==> src/rtl/sisc_ctrl_fsm.sv <==
// Multi-cycle control FSM for the SISC datapath: sequences each instruction
// START/FETCH/DECODE/EXECUTE/MEM/WRITEBACK/HALT and drives the datapath strobes.
module sisc_ctrl_fsm #(
    parameter int PC_RST_CYCLES = 2,
    parameter int CC_W          = 4
) (
    input  logic            clk,
    input  logic            rst,
    input  logic [3:0]      opcode,
    input  logic [CC_W-1:0] mm,
    input  logic [CC_W-1:0] stat,
    output logic            pc_rst,
    output logic            ir_load,
    output logic            pc_write,
    output logic            pc_sel,
    output logic            br_sel,
    output logic            rb_sel,
    output logic [1:0]      alu_op,
    output logic            dm_we,
    output logic            rf_we,
    output logic            wb_sel,
    output logic            halted
);

    localparam logic [2:0] S_START  = 3'd0;
    localparam logic [2:0] S_FETCH  = 3'd1;
    localparam logic [2:0] S_DECODE = 3'd2;
    localparam logic [2:0] S_EXEC   = 3'd3;
    localparam logic [2:0] S_MEM    = 3'd4;
    localparam logic [2:0] S_WB     = 3'd5;
    localparam logic [2:0] S_HALT   = 3'd6;

    localparam logic [3:0] OP_ALU = 4'b0001;
    localparam logic [3:0] OP_ALI = 4'b0010;
    localparam logic [3:0] OP_BRA = 4'b0100;
    localparam logic [3:0] OP_BRR = 4'b0101;
    localparam logic [3:0] OP_LOD = 4'b0110;
    localparam logic [3:0] OP_STR = 4'b0111;
    localparam logic [3:0] OP_HLT = 4'b1111;

    localparam logic [3:0] CNT_LAST = 4'(PC_RST_CYCLES - 1);

    logic [2:0] r_state;
    logic [3:0] r_cnt;
    logic [2:0] w_state_nxt;
    logic       w_taken;
    logic       w_is_br;
    logic       w_is_str;
    logic [1:0] w_alu_op;

    assign w_taken  = |(mm & stat);
    assign w_is_br  = (opcode == OP_BRA) || (opcode == OP_BRR);
    assign w_is_str = (opcode == OP_STR);

    always_comb begin
        case (opcode)
            OP_ALU:         w_alu_op = 2'b00;
            OP_ALI:         w_alu_op = 2'b01;
            OP_LOD, OP_STR: w_alu_op = 2'b10;
            default:        w_alu_op = 2'b11;
        endcase
    end

    always_comb begin
        w_state_nxt = r_state;
        case (r_state)
            S_START:  w_state_nxt = (r_cnt == CNT_LAST) ? S_FETCH : S_START;
            S_FETCH:  w_state_nxt = S_DECODE;
            S_DECODE: w_state_nxt = (opcode == OP_HLT) ? S_HALT : S_EXEC;
            S_EXEC:   w_state_nxt = S_MEM;
            S_MEM:    w_state_nxt = S_WB;
            S_WB:     w_state_nxt = S_FETCH;
            S_HALT:   w_state_nxt = S_HALT;
            default:  w_state_nxt = S_START;
        endcase
    end

    always_ff @(posedge clk) begin
        if (rst) begin
            r_state <= S_START;
            r_cnt   <= 4'd0;
        end else begin
            r_state <= w_state_nxt;
            r_cnt   <= (r_state == S_START) ? r_cnt + 4'd1 : 4'd0;
        end
    end

    // rst overrides the state decode so no strobe escapes while reset is pending
    always_comb begin
        pc_rst   = 1'b0;
        ir_load  = 1'b0;
        pc_write = 1'b0;
        pc_sel   = 1'b0;
        br_sel   = 1'b0;
        rb_sel   = 1'b0;
        alu_op   = 2'b00;
        dm_we    = 1'b0;
        rf_we    = 1'b0;
        wb_sel   = 1'b0;
        halted   = 1'b0;
        if (rst) begin
            pc_rst = 1'b1;
        end else begin
            case (r_state)
                S_START: pc_rst = 1'b1;
                S_FETCH: begin
                    ir_load  = 1'b1;
                    pc_write = 1'b1;
                end
                S_DECODE: begin
                    rb_sel = w_is_str;
                    if (w_is_br && w_taken) begin
                        pc_write = 1'b1;
                        pc_sel   = 1'b1;
                        br_sel   = (opcode == OP_BRR);
                    end
                end
                S_EXEC: begin
                    alu_op = w_alu_op;
                    rb_sel = w_is_str;
                end
                S_MEM: begin
                    rb_sel = w_is_str;
                    dm_we  = w_is_str;
                end
                S_WB: begin
                    alu_op = w_alu_op;
                    rf_we  = (opcode == OP_ALU) || (opcode == OP_ALI) || (opcode == OP_LOD);
                    wb_sel = (opcode == OP_LOD);
                end
                S_HALT:  halted = 1'b1;
                default: ;
            endcase
        end
    end

endmodule
==> config.mk <==
export PLATFORM = sky130hd
export DESIGN_NAME = sisc_ctrl_fsm
export DESIGN_NICKNAME = d
export VERILOG_FILES = /design/src/rtl/sisc_ctrl_fsm.sv
export SDC_FILE = /design/constraint.sdc
export NUM_CORES = 1
export LEC_CHECK = 0
export CAP_MARGIN = 20
export CORE_MARGIN = 4
export CORE_UTILIZATION = 33
export CTS_CLUSTER_SIZE = 20
export DETAILED_ROUTE_END_ITERATION = 8
export GPL_ROUTABILITY_DRIVEN = 0
export PLACE_DENSITY = 0.69
export SYNTH_ARGS = -nofsm -noshare
export SYNTH_HDL_FRONTEND = slang
export SYNTH_SLANG_ARGS = --single-unit
export TNS_END_PERCENT = 5
==> constraint.sdc <==
create_clock -name clk -period 1.2 [get_ports clk]
set_input_delay 0.24 -clock clk [delete_from_list [all_inputs] [get_ports clk]]
set_output_delay 0.24 -clock clk [all_outputs]
set_load 0.03 [all_outputs]
==> impl_metrics.toml, run 1 <==
[hold_path]
hold_path_depth = 3
holdCritPathClass = "in2reg"
hp-start = "rst"
holdPathEnd = "r_state[2]"

[timing]
tightest_slew_ns = 0.261
fin_crit_sh = 1.40
finalSetupTns_ns = -4.40
finalSetupViolations = 12
period_minus_slack_ns = 1.68
worst_slack_ns = -0.481
hold_viol = 0
rsz0062_at_grt = "yes"
max_freq_mhz = 595
finalMaxSlewViolations = 0
clock_skew_ns = 0.00331
slew_headroom = 0.823

[floorplan]
die_width_um = 46.5
pin_count = 26
core_um2 = 1350
core.rowCount = 13
initial_utilization = 0.362
die_area_um2 = 2160
die_h_um = 46.5

[synthesis]
ys_types = 30
syn_inst = 65
synth-seq-area-share = 0.286
avgSynthCellArea_um2 = 7.53
syn_area_um2 = 489
ys_warn_count = 0
synthesis.nets = 81
synth_seq_cells = 7

[routing]
wl_per_cell_um = 11.9
dr.pass1.iters = 3
route.vias.total = 637
postRouteAntennaNets = 0
dr.first_iter.drc_count = 4
vias_per_cell = 4.94
routed_wirelength_um = 1540
drc = 0

[worst_setup_path]
r2r_setup_slack_ns = 0.09
cp-end-kind = "output port"
required_ns = 0.96
r2r_end = "r_state[2]"
cp_max_fo = 3
cp-start-kind = "register"
r2r-start = "r_state[2]"
critical_path_class = "reg2out"
cp.arrival_ns = 1.44
reg2reg_depth = 7

[outcome]
violations = "negative setup slack"
outcome = "finished with violations"

[placement]
dp_cells = 122
hpwl_um = 1290
io_buffers = 25
post-place-ws_ns = -0.897

[global_route]
grt_usage = 0.176
use_met1 = 0.200
grt_pass1_vias = 645
use_met2 = 0.316
gr-total-overflow = 0
antenna_found_initial = 0
busiest_layer = "met2"
grt_pass1_wl_um = 2720
grt_util_met3 = 0.0586
grt_max_degree = 8

[clocking]
clockBufferDepth = 2
root_buffer = "clkbuf_4"
worstSkewPairLatency_ns = 0.25
cts_tree = "done"
cts_max_level = 1
cts_buffers = 3
ctsHoldBuffers = 0
cts_num_sinks = 7
clkTransAtPathRegs_ns = 0.05

[power]
p_per_area_nw_per_um2 = 1480
power_leakage_nw = 0.465
peakVddDrop_uv = 1220

[layout]
layout.cells.non_filler = 129
fin_util = 0.782
diodes = 0
drive_above_1_share = 0.491
final_nets = 131
syn2layout_area_growth_pct = 116

[flow_run]
max_cap_viol_count = 0
-- power breakdown --
part	switching (W)	internal (W)	leakage, nW
Combinational	0.000440	0.000513	0.392
Clock	0.0000834	0.000127	0.0150
Sequential	0.0000833	0.000319	0.0584
-- stage by stage --
step	power (W)	hold slack, ns	cell area (um^2)
2_1_floorplan	0.000809	0.312	534
3_3_place_gp	0.00118	0.451	911
3_5_place_dp	0.00120	0.470	911
4_1_cts	0.00153	0.458	1040
5_1_grt	0.00169	0.474	1060
6_report	0.00156	0.454	1060
-- how the worst max path moves through the flow --
stage	from	endpoint	cells after the start
global route	r_state[0]	wb_sel	5
finish	r_state[0]	wb_sel	5
global placement	opcode[0]	alu_op[0]	5
floorplan	r_state[1]	wb_sel	4
detailed placement	opcode[0]	alu_op[0]	5
CTS	r_state[0]	wb_sel	5
-- flip-flops by register name, indices dropped and copies added (netlist names) --
register and cells:
r_state 3, r_cnt 4
-- what timing repair did --
action                     CTS  global route
setup endpoints to repair   12            13
resized for setup           40             3
pin swaps                    2             2
buffers inserted             3             1
-- cell families (layout without fill, tap and decap cells) --
group,Yosys count,in the layout,synth area share
AOI/OAI and AO/OA,12,12,0.171
xor gates and xnor gates,3,3,0.0537
adders and majority gates,2,2,0.0511
buffers and inverters,4,53,0.0358
DFF,7,7,0.286
muxes,1,1,0.0205
and+or+nand+nor,36,36,0.381
-- critical path, cell delays in order, from the launching register on --
cell and delay (ns):
dfxtp_4 0.38, nand2b_4 0.06, buf_6 0.12, or3_4 0.36, nor3_4 0.13, buf_6 0.15
-- cell usage after synthesis (all sizes together) --
master,n,share of area
a21o,1,0.015
a21oi,4,0.049
a22o,2,0.036
a41o,1,0.020
and3,1,0.013
buf,1,0.010
clkbuf,1,0.010
dfxtp,7,0.29
ha,2,0.051
inv,2,0.015
mux2i,1,0.020
nand2,4,0.031
nand2b,3,0.038
nand3,1,0.010
nor2,13,0.10
nor2b,2,0.026
nor3,5,0.051
nor3b,1,0.015
nor4b,1,0.018
o21ai,2,0.020
o21bai,1,0.015
o31ai,1,0.015
or2,2,0.026
or3,1,0.013
or3b,1,0.018
or4,1,0.023
xnor2,2,0.036
xor2,1,0.018
-- layer usage --
metal	wire length, um	part of all wire	vias to the layer above
met1	653	0.42	296
met4	0	0	0
met2	806	0.52	16
li1	-	-	325
met3	77	0.050	0
met5	0	0	-
-- cell type report --
type / instances / area, um^2
timing repair buffer: 47 / 440
multi-input combinational: 54 / 418
fill: 100 / 294
sequential: 7 / 145
clock buffer: 4 / 26.3
tap: 15 / 18.8
inverter: 2 / 7.51
-- layout by cell type, fill, tap and decap left out, types with 2 or more instances in the layout --
cell | synthesis | layout
buf_6 | 0 | 15
dfxtp_1 | 7 | 5
buf_4 | 0 | 18
nor3_1 | 5 | 2
nand2_1 | 4 | 3
nand2b_1 | 3 | 2
or2_2 | 2 | 2
a22o_1 | 2 | 2
dlygate4sd2_1 | 0 | 4
ha_1 | 2 | 2
xnor2_1 | 2 | 2
nor3_4 | 0 | 2
clkbuf_4 | 0 | 3
a21oi_1 | 3 | 2
nor2_1 | 13 | 11
clkdlybuf4s50_1 | 0 | 8
(Power assumes the default switching activity.)
==> inputs of run 2 (changes only) <==
--- a/config.mk
+++ b/config.mk
@@ -11,7 +11,7 @@
 export CTS_CLUSTER_SIZE = 20
 export DETAILED_ROUTE_END_ITERATION = 8
 export GPL_ROUTABILITY_DRIVEN = 0
-export PLACE_DENSITY = 0.69
+export PLACE_DENSITY = 0.7
 export SYNTH_ARGS = -nofsm -noshare
 export SYNTH_HDL_FRONTEND = slang
 export SYNTH_SLANG_ARGS = --single-unit
==> run 2 against run 1 <==
The flow still finishes with violations (negative setup slack). First-iteration DRC count increased by 50%. Worst hold slack improved by 0.0033 ns. Register-to-register slack improved by 0.07 ns. Non-clock buffer count decreased by 1. Total power decreased by 2.5%. Critical path depth unchanged. Worst setup slack got worse by 0.033 ns. Sequential share of layout area increased by 0.053 points. Die area unchanged. Via count decreased by 4.7%. Sequential power about the same.
==> impl_metrics.toml, run 2 (same netlist as run 1, synthesis figures left out) <==
[timing]
slew_headroom = 0.848
finalSetupTns_ns = -4.50
hold_viol = 0
fin_crit_sh = 1.43
worst_slack_ns = -0.514
rsz0062_at_grt = "yes"
finalSetupViolations = 12
finalMaxSlewViolations = 0
max_freq_mhz = 583
clock_skew_ns = 0.000460
period_minus_slack_ns = 1.71
tightest_slew_ns = 0.225

[routing]
vias_per_cell = 4.74
wl_per_cell_um = 12.6
route.vias.total = 607
dr.first_iter.drc_count = 6
routed_wirelength_um = 1620
dr.pass1.iters = 2
drc = 0
postRouteAntennaNets = 0

[clocking]
cts_max_level = 1
cts_buffers = 3
cts_num_sinks = 7
clockBufferDepth = 2
root_buffer = "clkbuf_4"
worstSkewPairLatency_ns = 0.25
clkTransAtPathRegs_ns = 0.05
cts_tree = "done"
ctsHoldBuffers = 0

[power]
p_per_area_nw_per_um2 = 1440
p_seq_frac = 0.266
p_sw_w = 0.000596
intPower_w = 0.000930
power_leakage_nw = 0.455
switching_share = 0.390
peakVddDrop_uv = 1130
p_total_w = 0.00153
power_frac_comb = 0.597
share_clk_of_total_power = 0.137

[worst_setup_path]
cp_max_fo = 4
cp.arrival_ns = 1.47
critPathSlowestCell = "or3_4"
critical_path_class = "reg2out"
required_ns = 0.96
cp-end-kind = "output port"
crit_path_max_incr_delay_ns = 0.39
critPathMostFrequentCell = "buf_6"
worstPathCellList = "nand2b_4, buf_6, or3_4, nor3_4, buf_6"
cp-start-kind = "register"

[layout]
largest-register = "r_cnt"
final_nets = 130
diodes = 0
fill_cells = 107
syn2layout_area_growth_pct = 117
largest_reg_flops = 4
layout.cells.non_filler = 128
drive_above_1_share = 0.522
fin_util = 0.786
final_common_cell = "buf_4"
top_regs = "r_cnt x4, r_state x3"
layout_common_cells = "buf_4, buf_6, nor2_1, clkdlybuf4s50_1"

[floorplan]
core_um2 = 1350
core.rowCount = 13
die_h_um = 46.5
initial_utilization = 0.362
die_width_um = 46.5
pin_count = 26
die_area_um2 = 2160

[placement]
io_buffers = 25
hpwl_um = 1270
post-place-ws_ns = -0.906
dp_cells = 120

[flow_run]
max_cap_viol_count = 0

[global_route]
gr-total-overflow = 0
grt_max_degree = 8
grt_usage = 0.175
grt_pass1_vias = 599
antenna_found_initial = 0
grt_pass1_wl_um = 2720

[outcome]
outcome = "finished with violations"
violations = "negative setup slack"

[hold_path]
holdCritPathClass = "in2reg"
-- run 2: power by group through the flow --
stage | clock, W | sequential [W] | combinational, W
2_1_floorplan | 0 | 0.000347 | 0.000462
3_3_place_gp | 0 | 0.000374 | 0.000767
3_5_place_dp | 0 | 0.000379 | 0.000782
4_1_cts | 0.000217 | 0.000402 | 0.000844
5_1_grt | 0.000233 | 0.000418 | 0.000993
6_report | 0.000209 | 0.000405 | 0.000911
-- run 2: cell type report --
class | instances | area (um^2) | area share
Timing Repair Buffer | 46 | 433 | 0.408
Clock buffer | 4 | 26.3 | 0.0248
Tap cell | 15 | 18.8 | 0.0177
Multi-Input combinational cell | 54 | 429 | 0.404
Inverter | 2 | 7.51 | 0.00708
Sequential cell | 7 | 146 | 0.138
-- run 2: final timing paths --
path / from / end / slack, ns / depth (start not counted)
max: r_state[0] / wb_sel / -0.51 / 5
min: rst / r_state[2] / 0.46 / 3
max reg2reg: r_state[0] / r_state[0] / 0.16 / 4
min reg2reg: r_cnt[0] / r_cnt[0] / 0.47 / 1
-- run 2: worst max-delay path: cells and delay by family (launching register included) --
family | cells | cell delay (ns)
simple gates | 3 | 0.58
flops | 1 | 0.38
buf+inv | 2 | 0.26
-- run 2: repair_timing --
action,4_1_cts,5_1_grt
gates resized for setup,35,13
endpoints found under the hold margin,0,0
endpoints found under the setup margin,12,12
setup buffers,2,2
cloned,0,0
pin swaps,3,5
-- run 2: through the flow --
| stage | hold slack [ns] | cell area (um^2) |
|---|---|---|
| after floorplan | 0.312 | 534 |
| after global placement | 0.452 | 896 |
| after detailed placement | 0.462 | 896 |
| after CTS | 0.436 | 1020 |
| after global routing | 0.478 | 1060 |
| final | 0.457 | 1060 |
-- run 2: per-layer routing --
metal  up-vias  wire length, um  GRT usage
met4         0                0          0
met3         0               46     0.0586
li1        321                -          -
met5         -                0          0
met1       278              685      0.200
met2         8              885      0.330
